### config.mk
export PLATFORM = sky130hd
export DESIGN_NAME = mem_access_unit
export DESIGN_NICKNAME = d
export VERILOG_FILES = /design/src/rtl/mem_pkg.sv /design/src/rtl/load_ext.sv /design/src/rtl/mem_access_unit.sv
export SDC_FILE = /design/constraint.sdc
export NUM_CORES = 1
export LEC_CHECK = 0
export CAP_MARGIN = 30
export CORE_UTILIZATION = 40
export CTS_CLUSTER_DIAMETER = 50
export DETAILED_ROUTE_END_ITERATION = 10
export GPL_ROUTABILITY_DRIVEN = 0
export PLACE_DENSITY = 0.82
export SLEW_MARGIN = 40
export SYNTH_ARGS = -nofsm -noshare
export SYNTH_HDL_FRONTEND = slang
export SYNTH_HIERARCHICAL = 1
export SYNTH_SLANG_ARGS = --single-unit
export TNS_END_PERCENT = 20
### constraint.sdc
create_clock -name clk -period 2.1 [get_ports clk]
set_input_delay 0.21 -clock clk [delete_from_list [all_inputs] [get_ports clk]]
set_output_delay 0.21 -clock clk [all_outputs]
set_load 0.01 [all_outputs]
### src/rtl/mem_pkg.sv
// ============================================================================
// Module      : mem_pkg
// Description : Shared types and helpers for the memory-stage access unit.
// Revision    : 1.0 - initial release
// ============================================================================
`default_nettype none

package mem_pkg;

    localparam int DATA_W = 32;
    localparam int BE_W   = 4;
    localparam int OP_W   = 4;

    typedef enum logic [OP_W-1:0] {
        NONE = 4'd0,
        LW   = 4'd1,
        LH   = 4'd2,
        LHU  = 4'd3,
        LB   = 4'd4,
        LBU  = 4'd5,
        SW   = 4'd6,
        SH   = 4'd7,
        SB   = 4'd8
    } mem_op_t;

    typedef enum logic [1:0] {
        IDLE = 2'd0,
        REQ  = 2'd1,
        DONE = 2'd2
    } state_t;

    function automatic logic is_load(input mem_op_t op);
        return (op == LW) || (op == LH) || (op == LHU) || (op == LB) || (op == LBU);
    endfunction

    function automatic logic is_store(input mem_op_t op);
        return (op == SW) || (op == SH) || (op == SB);
    endfunction

    function automatic logic is_misaligned(input mem_op_t op, input logic [1:0] lo);
        case (op)
            LW, SW:       return lo != 2'b00;
            LH, LHU, SH:  return lo[0];
            default:      return 1'b0;
        endcase
    endfunction

endpackage

`default_nettype wire

### src/rtl/load_ext.sv
// ============================================================================
// Module      : load_ext
// Description : Little-endian byte/halfword select with sign/zero extension.
// Revision    : 1.0 - initial release
// ============================================================================
`default_nettype none

module load_ext
    import mem_pkg::*;
(
    input  logic [DATA_W-1:0] rdata_i,
    input  logic [1:0]        addr_lo_i,
    input  mem_op_t           op_i,
    output logic [DATA_W-1:0] data_o
);

    logic [7:0]  w_byte;
    logic [15:0] w_half;

    always_comb begin
        case (addr_lo_i)
            2'd0:    w_byte = rdata_i[7:0];
            2'd1:    w_byte = rdata_i[15:8];
            2'd2:    w_byte = rdata_i[23:16];
            default: w_byte = rdata_i[31:24];
        endcase
        w_half = addr_lo_i[1] ? rdata_i[31:16] : rdata_i[15:0];

        case (op_i)
            LB:      data_o = {{24{w_byte[7]}}, w_byte};
            LBU:     data_o = {24'd0, w_byte};
            LH:      data_o = {{16{w_half[15]}}, w_half};
            LHU:     data_o = {16'd0, w_half};
            default: data_o = rdata_i;
        endcase
    end

endmodule

`default_nettype wire

### src/rtl/mem_access_unit.sv
// ============================================================================
// Module      : mem_access_unit
// Description : MEM-stage load/store unit driving a req/ack data-memory bus.
// Revision    : 1.0 - initial release
// ============================================================================
`default_nettype none

module mem_access_unit
    import mem_pkg::*;
#(
    parameter int ADDR_W = 32
) (
    input  logic              clk,
    input  logic              reset,
    input  logic              valid_i,
    input  logic [OP_W-1:0]   mem_op_i,
    input  logic [ADDR_W-1:0] addr_i,
    input  logic [DATA_W-1:0] wdata_i,
    output logic              stall_o,
    output logic              bubble_o,
    output logic [DATA_W-1:0] rdata_o,
    output logic              addr_err_o,
    output logic              bus_req_o,
    output logic              bus_we_o,
    output logic [ADDR_W-1:0] bus_addr_o,
    output logic [BE_W-1:0]   bus_be_o,
    output logic [DATA_W-1:0] bus_wdata_o,
    input  logic              bus_ack_i,
    input  logic [DATA_W-1:0] bus_rdata_i
);

    state_t              state_q, state_d;
    logic [ADDR_W-1:0]   bus_addr_q, bus_addr_d;
    logic                bus_we_q, bus_we_d;
    logic [BE_W-1:0]     bus_be_q, bus_be_d;
    logic [DATA_W-1:0]   bus_wdata_q, bus_wdata_d;
    mem_op_t             op_q, op_d;
    logic [1:0]          addr_lo_q, addr_lo_d;
    logic [DATA_W-1:0]   rdata_q, rdata_d;

    mem_op_t             w_op;
    logic                w_is_mem;
    logic                w_misaligned;
    logic                w_accept;
    logic [BE_W-1:0]     w_be;
    logic [DATA_W-1:0]   w_wdata;
    logic [DATA_W-1:0]   w_ext;

    // Unused opcode values fall out as neither load nor store and are never accepted.
    assign w_op         = mem_op_t'(mem_op_i);
    assign w_is_mem     = is_load(w_op) || is_store(w_op);
    assign w_misaligned = w_is_mem && is_misaligned(w_op, addr_i[1:0]);
    assign w_accept     = (state_q == IDLE) && valid_i && w_is_mem && !w_misaligned;

    always_comb begin
        w_be    = 4'b1111;
        w_wdata = wdata_i;
        case (w_op)
            SH: begin
                w_be    = addr_i[1] ? 4'b1100 : 4'b0011;
                w_wdata = {2{wdata_i[15:0]}};
            end
            SB: begin
                w_be    = 4'b0001 << addr_i[1:0];
                w_wdata = {4{wdata_i[7:0]}};
            end
            default: ;
        endcase
    end

    load_ext u_load_ext (
        .rdata_i   (bus_rdata_i),
        .addr_lo_i (addr_lo_q),
        .op_i      (op_q),
        .data_o    (w_ext)
    );

    always_comb begin
        state_d     = state_q;
        bus_addr_d  = bus_addr_q;
        bus_we_d    = bus_we_q;
        bus_be_d    = bus_be_q;
        bus_wdata_d = bus_wdata_q;
        op_d        = op_q;
        addr_lo_d   = addr_lo_q;
        rdata_d     = rdata_q;
        case (state_q)
            IDLE: begin
                if (w_accept) begin
                    state_d     = REQ;
                    bus_addr_d  = {addr_i[ADDR_W-1:2], 2'b00};
                    bus_we_d    = is_store(w_op);
                    bus_be_d    = w_be;
                    bus_wdata_d = w_wdata;
                    op_d        = w_op;
                    addr_lo_d   = addr_i[1:0];
                end
            end
            REQ: begin
                if (bus_ack_i) begin
                    state_d = DONE;
                    if (is_load(op_q)) begin
                        rdata_d = w_ext;
                    end
                end
            end
            // One-cycle hold so the stalled instruction is not re-accepted.
            DONE:    state_d = IDLE;
            default: state_d = IDLE;
        endcase
    end

    always_ff @(posedge clk or negedge reset) begin
        if (!reset) begin
            state_q     <= IDLE;
            bus_addr_q  <= '0;
            bus_we_q    <= 1'b0;
            bus_be_q    <= '0;
            bus_wdata_q <= '0;
            op_q        <= NONE;
            addr_lo_q   <= 2'b00;
            rdata_q     <= '0;
        end else begin
            state_q     <= state_d;
            bus_addr_q  <= bus_addr_d;
            bus_we_q    <= bus_we_d;
            bus_be_q    <= bus_be_d;
            bus_wdata_q <= bus_wdata_d;
            op_q        <= op_d;
            addr_lo_q   <= addr_lo_d;
            rdata_q     <= rdata_d;
        end
    end

    assign stall_o     = w_accept || (state_q == REQ);
    assign bubble_o    = stall_o;
    assign addr_err_o  = (state_q == IDLE) && valid_i && w_misaligned;
    assign bus_req_o   = (state_q == REQ);
    assign bus_we_o    = bus_we_q;
    assign bus_addr_o  = bus_addr_q;
    assign bus_be_o    = bus_be_q;
    assign bus_wdata_o = bus_wdata_q;
    assign rdata_o     = rdata_q;

endmodule

`default_nettype wire

Yosys cells after proc, flatten, opt, wreduce, memory -nomap -nowiden
Index checks and enable logic that the tools add are counted.
Operators by class
  reductions and logical operators: 26
  multiplexer cells: 10
  shift operators: 1
  eq/ne operators: 18
Operators by type and width (number)
  case mux 32 bit (4 select lines): 1
  case mux 32 bit (2 select lines): 1
  == test 4 x 3 -> 1 bit (second input constant): 6
  case mux 8 bit (3 select lines): 1
  == test 4 x 2 -> 1 bit (second input constant): 4
  two-way mux 16 bit: 1
  logical OR 1 bit: 12
  == test 4 x 1 -> 1 bit (second input constant): 2
  case mux 4 bit (2 select lines): 1
  logical AND 1 bit: 5
  == test 2 x 1 -> 1 bit (second input constant): 2
  == test 4 bit (second input constant): 1
  logical NOT 2 bit: 2
  two-way mux 2 bit: 2
  two-way mux 4 bit: 1
  case mux 2 bit (2 select lines): 1
  AND reduction 2 bit: 2
  << shifter 1 x 2 -> 4 bit (first input constant): 1
  AND reduction 3 bit: 1
  OR reduction 3 bit: 1
  == test 2 bit (second input constant): 1
  inequality test 2 x 1 -> 1 bit (second input constant): 1
  inequality test 2 bit (second input constant): 1
  case mux 1 bit (2 select lines): 1
  3 further kinds: 3
Word-level totals
  word-level logic and storage cells: 63
  bits of input ports: 104
  register bits: 107
  output and inout bits: 105

Logic depth before layout (Yosys ltp)
Gate-level depths: netlist of run 1.
  depth in word-level cells: 11
  mapped depth: 8

Hierarchy
The synthesis of run 1 kept the hierarchy.
Modules (own cells, without submodules)
  mem_access_unit: cells each 331, times used 1, area an instance 4877.2 um^2
  load_ext: cells each 106, times used 1, area an instance 762.0 um^2

Worst setup path before layout of run 1
OpenSTA, ideal clock, no wires.
  path type: input to output
  from: input mem_op_i[2]
  to: output stall_o
  stages on the path: 8
  required time: 1890 ps
  arrival: 1731 ps
  path slack: 159 ps
  buffers on the path: 4
  path through: buf_2 > or4_1 > and4_4 > o31ai_4 > buf_12 > buf_6 > nand2_1 > buf_4
Between the ends
  cells in the longest elaborated chain, start to end: 10
RTL lines
  start, declared: line mem_access_unit.sv:16  | input logic [OP_W-1:0] mem_op_i,
  branches (longest 8 deep; another with == test 4 x 2 -> 1 bit)
  logical AND 1 bit (*): line mem_access_unit.sv:53  | assign w_accept = (state_q == IDLE) && valid_i && w_is_mem && !w_misaligned;
  logical OR 1 bit (*): line mem_access_unit.sv:135  | assign stall_o = w_accept || (state_q == REQ);
  end, declared: line mem_access_unit.sv:19  | output logic stall_o,
Mark *: on every way between the ends.

Final worst setup path of run 1
  from: input mem_op_i[3]
  to: output stall_o
Same word-level chain as after synthesis.

==> results of run 1 <==
==> path summary, 6_finish.rpt <==
path                              start              to  slack [ns]  cells past startpoint
setup / recovery            mem_op_i[3]         stall_o        0.05                      6
hold / removal                    reset      rdata_o[1]        0.31                      2
setup reg to reg           addr_lo_q[1]      rdata_o[5]        0.12                      5
hold reg to reg             rdata_o[28]     rdata_o[28]        0.51                      1
max in group asynchronous         reset  bus_addr_o[16]        1.17                      3
min in group clk            mem_op_i[1]         op_q[1]        0.37                      3
==> area by class of cell <==
type | instances | share of cell area
Clock buffer | 10 | 0.0275
Multi-Input combinational cell | 281 | 0.320
Clock inverter | 6 | 0.00932
Timing Repair Buffer | 244 | 0.288
Sequential cell | 107 | 0.322
Inverter | 14 | 0.00631
Tap cell | 180 | 0.0271
==> layer usage <==
metal  share of wire  vias to the layer above  global-route usage
li1                -                     2101                   -
met1            0.40                     2340               0.268
met2            0.49                      276               0.367
met3           0.085                       37              0.0604
met4           0.025                        0              0.0841
met5               0                        -                   0
==> cell usage after synthesis, types with 3 or more instances <==
| master | count |
|---|---|
| a21oi_1 | 19 |
| a221o_1 | 24 |
| a22o_1 | 8 |
| a32o_1 | 8 |
| a32oi_1 | 7 |
| and2_1 | 3 |
| and3_1 | 9 |
| buf_12 | 5 |
| buf_2 | 9 |
| buf_4 | 6 |
| buf_6 | 3 |
| clkbuf_1 | 12 |
| dfrtp_1 | 107 |
| inv_1 | 11 |
| mux2_1 | 5 |
| mux2_2 | 53 |
| mux2_4 | 40 |
| mux2i_1 | 8 |
| mux4_2 | 8 |
| nand2_1 | 9 |
| nand3_1 | 28 |
| nor2_1 | 5 |
| o21ai_0 | 24 |
==> what timing repair did <==
| action | CTS | global route |
|---|---|---|
| buffers inserted | 1 | 0 |
| hold buffers | 1 | 0 |
| pin swaps | 1 | 0 |
| endpoints found under the setup margin | 30 | 40 |
| hold endpoints to repair | 23 | 0 |
| gates resized for setup | 7 | 4 |
==> metrics by stage <==
| stage | util | std cells |
|---|---|---|
| finish | 0.602 | 842 |
| global route | 0.602 | 842 |
| CTS | 0.601 | 842 |
| detailed placement | 0.577 | 824 |
| global placement | 0.577 | 824 |
| floorplan | - | 438 |
==> flip-flops by register name, summed over array words and instances (netlist names) <==
| name | count |
|---|---|
| rdata_o | 32 |
| bus_addr_o | 30 |
| addr_lo_q | 2 |
| bus_we_o | 1 |
| op_q | 4 |
| bus_be_o | 4 |
| bus_wdata_o | 32 |
| state_q | 2 |
==> power groups by stage <==
stage          clock network, mW  registers [mW]  logic, mW
2_1_floorplan                  0            3.64       1.75
3_3_place_gp                   0            3.35       4.16
3_5_place_dp                   0            3.40       4.28
4_1_cts                     1.82            3.37       4.30
5_1_grt                     1.90            3.46       4.56
6_report                    1.78            3.36       4.29
==> kinds of logic after synthesis <==
group,Yosys count,synth area share
xor+xnor,1,0.00155
other cells,1,0.000665
simple gates,69,0.0697
mux,114,0.268
compound gates,95,0.127
flops,107,0.475
buf+inv,50,0.0579
==> impl_metrics.py, run 1 <==
metrics = {
    "global_route": {
        "grt_pass1_wl_mm": 24.9,
        "grt_pass1_vias": 4843,
        "grt_max_degree": 40,
        "grt_usage": 0.219,
        "grt-ovfl-total": 0,
        "antenna_found_initial": 0,
    },
    "worst_setup_path": {
        "path_max_fanout": 2,
        "cpMaxStageDelayCell": "or4_1",
        "path_buf_inv": 2,
        "max_stage_delay_ns": 0.51,
        "critical_path_required_ns": 1.89,
        "start_kind": "input port",
        "crit_arrival_ns": 1.84,
        "critical_path_class": "input port to primary output",
        "cp-end-kind": "primary output",
        "path_delay_family": "simple AND/OR/NAND/NOR gates",
        "path_cells": "clkdlybuf4s50_1 > or4_1 > and4_4 > o31ai_4 > nand2_1 > dlygate4sd2_1",
    },
    "synthesis": {
        "postSynthAreaPerCell_um2": 12.9,
        "ys_seq_area_frac": 0.475,
        "yosys.area.top_type_share": 0.475,
        "synth.yosys.warnings": 6,
        "synth_ff_type": "dfrtp_1",
        "synth_edf_count": 0,
        "synthArstFlopShare": 1.00,
        "ys_types": 45,
        "synth_top_area_cell": "dfrtp_1",
        "ys_seq_elements": 107,
        "netlist_area_mm2": 0.00564,
        "synth_cells": 437,
        "yosys-top-cells-area": "dfrtp_1 47%, mux2_4 11%, mux2_2 11%, a221o_1 4.3%, mux4_2 3.2%",
    },
    "power": {
        "totalPowerFinal_mw": 9.43,
        "combPwrFrac": 0.454,
        "pwr-share-seq": 0.357,
        "power_leakage_nw": 3.70,
        "p_clk_frac": 0.189,
        "ir_drop_v": 0.000546,
        "cell_internal_pwr_mw": 6.42,
        "power_density_mw_per_mm2": 1130,
        "p_sw_mw": 3.01,
        "swShare": 0.319,
    },
    "routing": {
        "via_count": 4754,
        "wire_per_inst_um": 19.0,
        "ant_nets": 0,
        "viasPerCell": 5.65,
        "first_iter_violations": 471,
        "drt-total-wl_mm": 16.0,
        "dr.pass1.iters": 8,
        "drc": 0,
    },
    "place": {
        "place_ws_ns": -0.428,
        "placed_area_mm2": 0.00798,
        "port_buffers": 206,
        "post-dp-hpwl_mm": 11.9,
    },
    "cells_and_area": {
        "fillCellCount": 1062,
        "syn_to_final_growth_pct": 47.6,
        "seq_area_mm2": 0.00268,
        "final_common_cell": "clkdlybuf4s50_1",
        "final_cell_mix": "199 x clkdlybuf4s50_1, 107 x dfrtp_1, 53 x mux2_2",
        "multi_input_area_mm2": 0.00266,
        "fin_area_mm2": 0.00832,
        "final_nets": 761,
        "n_antenna_cell": 0,
        "drive_above_1_share": 0.248,
    },
    "floorplan": {
        "ios": 209,
        "start_util": 0.408,
        "fp.dieW_um": 121,
        "core_mm2": 0.0138,
        "die_y_um": 121,
        "row_count": 43,
        "dieArea_mm2": 0.0146,
    },
    "clock_network": {
        "clk_pin_slew_ns": 0.07,
        "htree_levels": 3,
        "root_buffer": "clkbuf_16",
        "clkLatencyLatePin_ns": 0.35,
        "cts.path.max_buffers": 2,
        "cts_tree": "done",
        "cts_sinks": 107,
        "cts_made_buffers": 9,
    },
    "sta": {
        "fin_crit_sh": 0.976,
        "tightest_slew_ns": 0.903,
        "min_period_ns": 2.05,
        "fin_skew_ns": 0.00908,
        "fin_ws_ns": 0.0505,
        "setup-tns-final_ns": 0,
        "hold_viol_final": 0,
        "hold_slack_ns": 0.308,
        "rsz0062_at_grt": "no",
        "slew-limit-headroom": 0.397,
        "drv_slew": 0,
        "finalSetupViolCount": 0,
        "fmax_mhz": 488,
    },
    "outcome": {
        "status": "completed",
    },
    "job": {
        "cap_violations": 0,
    },
    "hold_path": {
        "hold_class": "input port to async pin",
    },
}
Power figures use the tool's default switching activity.
==> run 2: changes to the inputs <==
- CAP_MARGIN: 30 -> not set
- CORE_MARGIN: not set -> 2
==> impl_metrics.py, run 2 (synthesis results as in run 1) <==
metrics = {
    "sta": {
        "slew-limit-headroom": 0.412,
        "setup-tns-final_ns": 0,
        "finalSetupViolCount": 0,
        "min_period_ns": 2.03,
        "fin_skew_ns": 0.00946,
        "rsz0062_at_grt": "no",
        "tightest_slew_ns": 0.880,
        "hold_viol_final": 0,
        "fmax_mhz": 493,
        "fin_crit_sh": 0.967,
        "drv_slew": 0,
        "hold_slack_ns": 0.322,
    },
    "clock_network": {
        "cts_sinks": 107,
        "post_cts_buffers": 0,
        "htree_levels": 3,
        "clkLatencyLatePin_ns": 0.35,
        "cts.path.max_buffers": 2,
        "root_buffer": "clkbuf_16",
        "clk_pin_slew_ns": 0.07,
        "cts_made_buffers": 9,
        "cts_tree": "done",
    },
    "worst_setup_path": {
        "cpMaxStageDelayCell": "or4_1",
        "reg2reg_depth": 5,
        "path_buf_inv": 2,
        "max_stage_delay_ns": 0.50,
        "r2r_start": "addr_lo_q[1]",
        "cp-end-kind": "primary output",
        "path_cells": "clkdlybuf4s50_1 > or4_1 > and4_4 > o31ai_4 > nand2_2 > dlygate4sd2_1",
        "crit_arrival_ns": 1.82,
        "critical_path_required_ns": 1.89,
        "path_max_fanout": 4,
        "r2r_setup_slack_ns": 0.14,
        "rr_endpoint": "rdata_o[4]",
        "critical_path_class": "input port to primary output",
        "path_delay_family": "simple AND/OR/NAND/NOR gates",
        "start_kind": "input port",
    },
    "routing": {
        "via_count": 4657,
        "dr.pass1.iters": 5,
        "wire_per_inst_um": 19.2,
        "first_iter_violations": 347,
        "ant_nets": 0,
        "viasPerCell": 5.56,
        "drc": 0,
        "drt-total-wl_mm": 16.1,
    },
    "power": {
        "ir_drop_v": 0.000544,
        "p_sw_mw": 2.97,
        "p_clk_frac": 0.178,
        "power_leakage_nw": 3.68,
        "cell_internal_pwr_mw": 6.31,
        "pwr-share-seq": 0.362,
        "power_density_mw_per_mm2": 1120,
        "totalPowerFinal_mw": 9.28,
        "combPwrFrac": 0.460,
        "swShare": 0.320,
    },
    "global_route": {
        "grt_max_degree": 48,
        "grt_pass1_vias": 4686,
        "grt-ovfl-total": 0,
        "grt_pass1_wl_mm": 24.2,
        "grt_usage": 0.207,
        "antenna_found_initial": 1,
    },
    "cells_and_area": {
        "drive_above_1_share": 0.244,
        "syn_to_final_growth_pct": 46.5,
        "fillCellCount": 1037,
        "final_common_cell": "clkdlybuf4s50_1",
        "finish.utilization": 0.598,
        "final_nets": 756,
        "fin_area_mm2": 0.00826,
        "final_cell_mix": "198 x clkdlybuf4s50_1, 107 x dfrtp_1, 53 x mux2_2",
    },
    "hold_path": {
        "hold_start": "addr_i[1]",
        "min_path_cells": 3,
        "hold_class": "input port to flip-flop",
        "min_to": "addr_lo_q[1]",
    },
    "floorplan": {
        "die_y_um": 123,
        "row_count": 43,
        "core_mm2": 0.0138,
        "ios": 209,
        "start_util": 0.408,
        "fp.dieW_um": 123,
        "dieArea_mm2": 0.0151,
    },
    "place": {
        "placed_area_mm2": 0.00795,
        "post-dp-hpwl_mm": 12.0,
        "port_buffers": 206,
    },
    "job": {
        "cap_violations": 0,
    },
    "outcome": {
        "status": "completed",
    },
}
-- run 2: changes by cell type in the layout (fill, tap and decap cells not counted), sizes merged --
cell	change
clkdlybuf4s50	-1
diode	+1
clkinv	+1
buf	-5
inv	-1
dlygate4sd2	-1
clkinvlp	+1
bufinv	-1
dlymetal6s2s	+2
-- run 2: through the flow --
step | setup WS [ns] | std cells
floorplan | 0.159 | 438
global placement | -0.254 | 820
detailed placement | -0.308 | 820
CTS | 0.0305 | 837
global route | 0.0195 | 838
finish | 0.0702 | 838
-- run 2: worst max-delay path by stage --
stage | from | to | slack (ns) | depth (start not counted)
after floorplan | mem_op_i[2] | stall_o | 0.16 | 8
after global placement | mem_op_i[2] | addr_err_o | -0.25 | 5
after detailed placement | mem_op_i[2] | bus_wdata_o[16] | -0.31 | 6
after CTS | mem_op_i[0] | bubble_o | 0.03 | 6
after global routing | mem_op_i[3] | stall_o | 0.02 | 6
final | mem_op_i[3] | bubble_o | 0.07 | 6
-- run 2: cell type report --
| class | count | area, um2 | area share |
|---|---|---|---|
| Clock inverter | 6 | 46.3 | 0.00560 |
| Tap cell | 180 | 225 | 0.0273 |
| Inverter | 14 | 52.6 | 0.00636 |
| Multi-Input combinational cell | 281 | 2660 | 0.322 |
| Clock buffer | 10 | 239 | 0.0289 |
| Sequential cell | 107 | 2680 | 0.324 |
| Antenna cell | 1 | 2.50 | 0.000303 |
| Timing Repair Buffer | 239 | 2360 | 0.286 |
-- run 2: repair_timing --
item | in CTS | in global routing
gates cloned | 0 | 0
resized for setup | 5 | 5
hold endpoints to repair | 42 | 0
pin swaps | 1 | 0
hold buffers | 1 | 0
setup endpoints to repair | 3 | 3
-- run 2: tightest hold or removal path: cells and delay by family --
family                 cells  cell delay [ns]
muxes                      1             0.14
buffers and inverters      2             0.30
-- run 2: power by group through the flow --
stage / combinational, mW / clock, mW / sequential, mW
2_1_floorplan: 1.75 / 0 / 3.64
3_3_place_gp: 4.15 / 0 / 3.36
3_5_place_dp: 4.27 / 0 / 3.40
4_1_cts: 4.29 / 1.69 / 3.37
5_1_grt: 4.54 / 1.77 / 3.46
6_report: 4.27 / 1.65 / 3.36
-- run 2: per-layer routing --
metal / up-vias / global-route usage / wire length (um)
li1: 2087 / - / -
met1: 2317 / 0.257 / 6520
met2: 234 / 0.346 / 8020
met3: 19 / 0.0604 / 1330
met4: 0 / 0.0675 / 219
met5: - / 0 / 0
